## src/rtl/sm_als_responder_pkg.sv

```systemverilog
// Shared ALS link frame constants and responder state type.
// Frame constants live here instead of an include file so the SoC-side master can import the same values.
package sm_als_responder_pkg;

    localparam int unsigned SM_ALS_FRAME_BITS = 16;
    localparam int unsigned SM_ALS_LEAD_ZEROS = 3;
    localparam int unsigned SM_ALS_DATA_WIDTH = 8;

    typedef enum logic [1:0] {
        ST_IDLE  = 2'd0,
        ST_SHIFT = 2'd1,
        ST_DONE  = 2'd2
    } als_state_t;

endpackage

```

## src/rtl/sm_sync_edge.sv

```systemverilog
// N-stage async-reset synchronizer with one history flop and rise/fall pulses in the clk domain.
module sm_sync_edge #(
    parameter int unsigned STAGES    = 2,
    parameter logic        RESET_VAL = 1'b1
) (
    input  logic clk,
    input  logic rst_n,
    input  logic din,
    output logic rise,
    output logic fall
);

    logic [STAGES-1:0] chain;
    logic              hist;

    // Reset to the idle level so releasing reset never looks like an edge.
    always_ff @(posedge clk or negedge rst_n) begin
        if (!rst_n) begin
            chain <= {STAGES{RESET_VAL}};
            hist  <= RESET_VAL;
        end else begin
            chain <= {chain[STAGES-2:0], din};
            hist  <= chain[STAGES-1];
        end
    end

    assign rise = chain[STAGES-1] & ~hist;
    assign fall = ~chain[STAGES-1] & hist;

endmodule

```

## src/rtl/sm_als_responder.sv

```systemverilog
// SPI responder emulating an 8-bit ambient light sensor ADC: latches a sample on CS fall
// and shifts it out MSB-first on SCK falls, framed by leading and trailing zeros.
module sm_als_responder
    import sm_als_responder_pkg::*;
#(
    parameter int unsigned FRAME_BITS  = SM_ALS_FRAME_BITS,
    parameter int unsigned LEAD_ZEROS  = SM_ALS_LEAD_ZEROS,
    parameter int unsigned DATA_WIDTH  = SM_ALS_DATA_WIDTH,
    parameter int unsigned SYNC_STAGES = 2
) (
    input  logic                  clk,
    input  logic                  rst_n,
    input  logic [DATA_WIDTH-1:0] sampleData,
    input  logic                  alsCS,
    input  logic                  alsSCK,
    output logic                  alsSDO,
    output logic                  busy,
    output logic                  frameDone,
    output logic                  frameAbort,
    output logic [15:0]           frameCnt
);

    localparam int unsigned TRAIL_ZEROS = FRAME_BITS - LEAD_ZEROS - DATA_WIDTH;
    localparam int unsigned CNT_W       = $clog2(FRAME_BITS) + 1;
    localparam logic [CNT_W-1:0] LAST_BIT = CNT_W'(FRAME_BITS - 1);

    als_state_t            state;
    logic [FRAME_BITS-1:0] shreg;
    logic [FRAME_BITS-1:0] load_word;
    logic [CNT_W-1:0]      bit_cnt;
    logic                  cs_rise, cs_fall;
    logic                  sck_fall, sck_rise_unused;

    sm_sync_edge #(
        .STAGES    (SYNC_STAGES),
        .RESET_VAL (1'b1)
    ) u_cs_sync (
        .clk   (clk),
        .rst_n (rst_n),
        .din   (alsCS),
        .rise  (cs_rise),
        .fall  (cs_fall)
    );

    sm_sync_edge #(
        .STAGES    (SYNC_STAGES),
        .RESET_VAL (1'b1)
    ) u_sck_sync (
        .clk   (clk),
        .rst_n (rst_n),
        .din   (alsSCK),
        .rise  (sck_rise_unused),
        .fall  (sck_fall)
    );

    // Leading zeros fall out of the zero-extension; trailing zeros come from the shift.
    assign load_word = FRAME_BITS'(sampleData) << TRAIL_ZEROS;

    always_ff @(posedge clk or negedge rst_n) begin
        if (!rst_n) begin
            state      <= ST_IDLE;
            shreg      <= '0;
            bit_cnt    <= '0;
            alsSDO     <= 1'b0;
            busy       <= 1'b0;
            frameDone  <= 1'b0;
            frameAbort <= 1'b0;
            frameCnt   <= '0;
        end else begin
            frameDone  <= 1'b0;
            frameAbort <= 1'b0;
            case (state)
                ST_IDLE: begin
                    alsSDO <= 1'b0;
                    busy   <= 1'b0;
                    if (cs_fall) begin
                        shreg   <= load_word;
                        bit_cnt <= '0;
                        alsSDO  <= load_word[FRAME_BITS-1];
                        busy    <= 1'b1;
                        state   <= ST_SHIFT;
                    end
                end
                ST_SHIFT: begin
                    // CS release takes priority over a coincident SCK fall.
                    if (cs_rise) begin
                        frameAbort <= 1'b1;
                        alsSDO     <= 1'b0;
                        busy       <= 1'b0;
                        state      <= ST_IDLE;
                    end else if (sck_fall) begin
                        shreg   <= shreg << 1;
                        bit_cnt <= bit_cnt + CNT_W'(1);
                        if (bit_cnt == LAST_BIT) begin
                            alsSDO <= 1'b0;
                            state  <= ST_DONE;
                        end else begin
                            alsSDO <= shreg[FRAME_BITS-2];
                        end
                    end
                end
                ST_DONE: begin
                    alsSDO <= 1'b0;
                    if (cs_rise) begin
                        frameDone <= 1'b1;
                        frameCnt  <= frameCnt + 16'd1;
                        busy      <= 1'b0;
                        state     <= ST_IDLE;
                    end
                end
                default: begin
                    alsSDO <= 1'b0;
                    busy   <= 1'b0;
                    state  <= ST_IDLE;
                end
            endcase
        end
    end

endmodule
```

## config.mk

```make
export PLATFORM = sky130hd
export DESIGN_NAME = sm_als_responder
export DESIGN_NICKNAME = d
export VERILOG_FILES = /design/src/rtl/sm_als_responder_pkg.sv /design/src/rtl/sm_sync_edge.sv /design/src/rtl/sm_als_responder.sv
export SDC_FILE = /design/constraint.sdc
export NUM_CORES = 1
export LEC_CHECK = 0
export ABC_CLOCK_PERIOD_IN_PS = 1800
export CORE_MARGIN = 5
export CORE_UTILIZATION = 45
export DETAILED_ROUTE_END_ITERATION = 8
export PLACE_DENSITY = 0.72
export SYNTH_ARGS = -nofsm -noshare
export SYNTH_HDL_FRONTEND = slang
export SYNTH_HIERARCHICAL = 1
export SYNTH_SLANG_ARGS = --single-unit
export TNS_END_PERCENT = 30
```

## constraint.sdc

```tcl
create_clock -name clk -period 1.8 [get_ports clk]
set_input_delay 0.36 -clock clk [delete_from_list [all_inputs] [get_ports clk]]
set_output_delay 0.36 -clock clk [all_outputs]
set_load 0.02 [all_outputs]
```

==> impl_metrics.tcl, run 1 <==
set metrics [dict create \
    status "finished, final reports clean" \
    io_buffer_count 31 \
    rr_worst_depth 7 \
    n_fill_cell 372 \
    row_count 24 \
    cts_tree "built" \
    critPathBufInv 1 \
    finalNonFillerCells 271 \
    root_buffer "clkbuf_8" \
    core_area_um2 4320 \
    drive_gt1_frac 0.164 \
    crit_path_end_kind "output port" \
    slowest_delay_ns 0.64 \
    postSynthCellCount 176 \
    hold_path.class "in -> async" \
    reg2reg_from "u_cs_sync/hist" \
    start_util 0.458 \
    h-tree-depth 2 \
    rr_endpoint "shreg[9]" \
    dp_hpwl_um 2450 \
    syn_to_final_growth_pct 25.8 \
    tightest_slew_ns 0.529 \
    slew_headroom 0.647 \
    path_cells "clkdlybuf4s50_1" \
    p_leak_nw 1.22 \
    grt_usage 0.129 \
    period_minus_slack_ns 1.73 \
    antenna_found_initial 0 \
    via_per_inst 4.87 \
    crit_fanout 5 \
    synth_area_um2 1980 \
    irDropWorstVdd_v 0.000508 \
    die-area_um2 5820 \
    total_power_mw 2.81 \
    clock.fmax_mhz 579 \
    vias 1320 \
    clock_latency_ns 0.29 \
    ios 32 \
    diodes 0 \
    fp.dieW_um 76.3 \
    syn_avg_cell_area_um2 11.2 \
    finalMaxSlewViolations 0 \
    routed_wl_um 3460 \
    syn-num-nets 194 \
    crit_family "buffers and inverters" \
    cts_buffers 5 \
    cts.sinks 43 \
    path_clk_slew_ns 0.08 \
    grt_max_degree 44 \
    rrSetupSlack_ns 0.10 \
    critPathKind "reg -> out" \
    setup_viol 0 \
    drtIter0Drc 58 \
    antenna_left 0 \
    routabilityCongestion 0.755 \
    cp_slowest_cell "clkdlybuf4s50_1" \
    overflow 0 \
    tns_ns 0 \
    hold_viol_final 0 \
    die_h_um 76.3 \
    place_inst 263 \
    ys_warn_count 6 \
    rsz0062_at_grt "false" \
    drt-wirelength-per-cell_um 12.8 \
    cp_data_required_time_ns 1.44 \
    drt_pass1_iterations 4 \
    maxCapViolCount 0 \
    fin_skew_ns 0.00583 \
    period_share 0.959 \
    grt_pass1_vias 1344 \
    power.density_nw_per_um2 1130 \
    cp-start-kind "flop" \
    clk_path_buf_depth 2 \
    grt_pass1_wl_um 6100 \
    nNetsFinal 236 \
    worst-endpoint-arrival_ns 1.37 \
    drc 0 \
]
-- metrics by stage --
stage	util	setup slack, ns	area, µm²	hold slack (ns)
2_1_floorplan	-	0.0458	1980	0.0644
3_3_place_gp	0.551	0.131	2380	0.346
3_5_place_dp	0.551	0.101	2380	0.347
4_1_cts	0.574	0.0102	2480	0.144
5_1_grt	0.576	0.00400	2490	0.169
6_report	0.576	0.0733	2490	0.122
-- how the worst max path moves through the flow --
stage,from,endpoint,slack (ns),depth (start not counted)
after floorplan,u_cs_sync/chain[1],frameCnt[10],0.05,6
after global placement,state[0],state[0],0.13,6
after detailed placement,u_cs_sync/hist,shreg[9],0.10,7
after CTS,frameCnt[3],frameCnt[3],0.01,1
after global routing,state[1],shreg[9],0.004,7
final,frameCnt[5],frameCnt[5],0.07,1
-- cell type report --
type                            count  area [µm²]  area share
Clock buffer                        8         100      0.0402
Inverter                            6        22.5     0.00905
Sequential cell                    43        1080       0.435
Tap cell                           52        65.1      0.0261
Multi-Input combinational cell    122         838       0.337
Timing Repair Buffer               40         380       0.153
-- flip-flops by register name, summed over array words and instances, names as in the netlist --
register / flops
u_cs_sync/hist: 1
u_sck_sync/chain: 2
u_sck_sync/hist: 1
alsSDO: 1
u_cs_sync/chain: 2
frameAbort: 1
busy: 1
frameDone: 1
frameCnt: 16
bit_cnt: 5
state: 2
shreg: 10
-- placed cells by master, fill, tap and decap left out, types with 6 or more instances in the layout --
cell type         n
buf_4             9
nand3_1           9
inv_1             6
nand2_1          26
clkbuf_8          7
mux2i_1           7
nor2_1            7
xnor2_1           7
nand2b_1          6
dfstp_2           6
o21ai_1           8
xor2_1            7
ha_1              6
clkdlybuf4s50_1  27
dfrtp_1          37
-- routing by layer --
metal	up-vias	global-route usage	part of all wire
met2	27	0.191	0.43
met1	614	0.171	0.51
met3	5	0.0496	0.047
li1	674	-	-
met5	-	0	0
met4	0	0.0455	0.014
-- power by group --
part | internal, mW | switching (mW) | total, mW
registers | 1.16 | 0.117 | 1.28
clock network | 0.350 | 0.304 | 0.654
logic | 0.406 | 0.478 | 0.884
-- what timing repair did --
item	CTS	global route
resized for setup	0	3
hold endpoints to repair	0	0
hold buffers	0	0
buffers inserted	0	0
endpoints found under the setup margin	0	3
Power figures use the tool's default switching activity.
==> run 2, diff against run 1 <==
- SLEW_MARGIN: unset -> 5
==> results of run 2 <==
No change in the layout: final DEF, timing and power equal those of run 1.
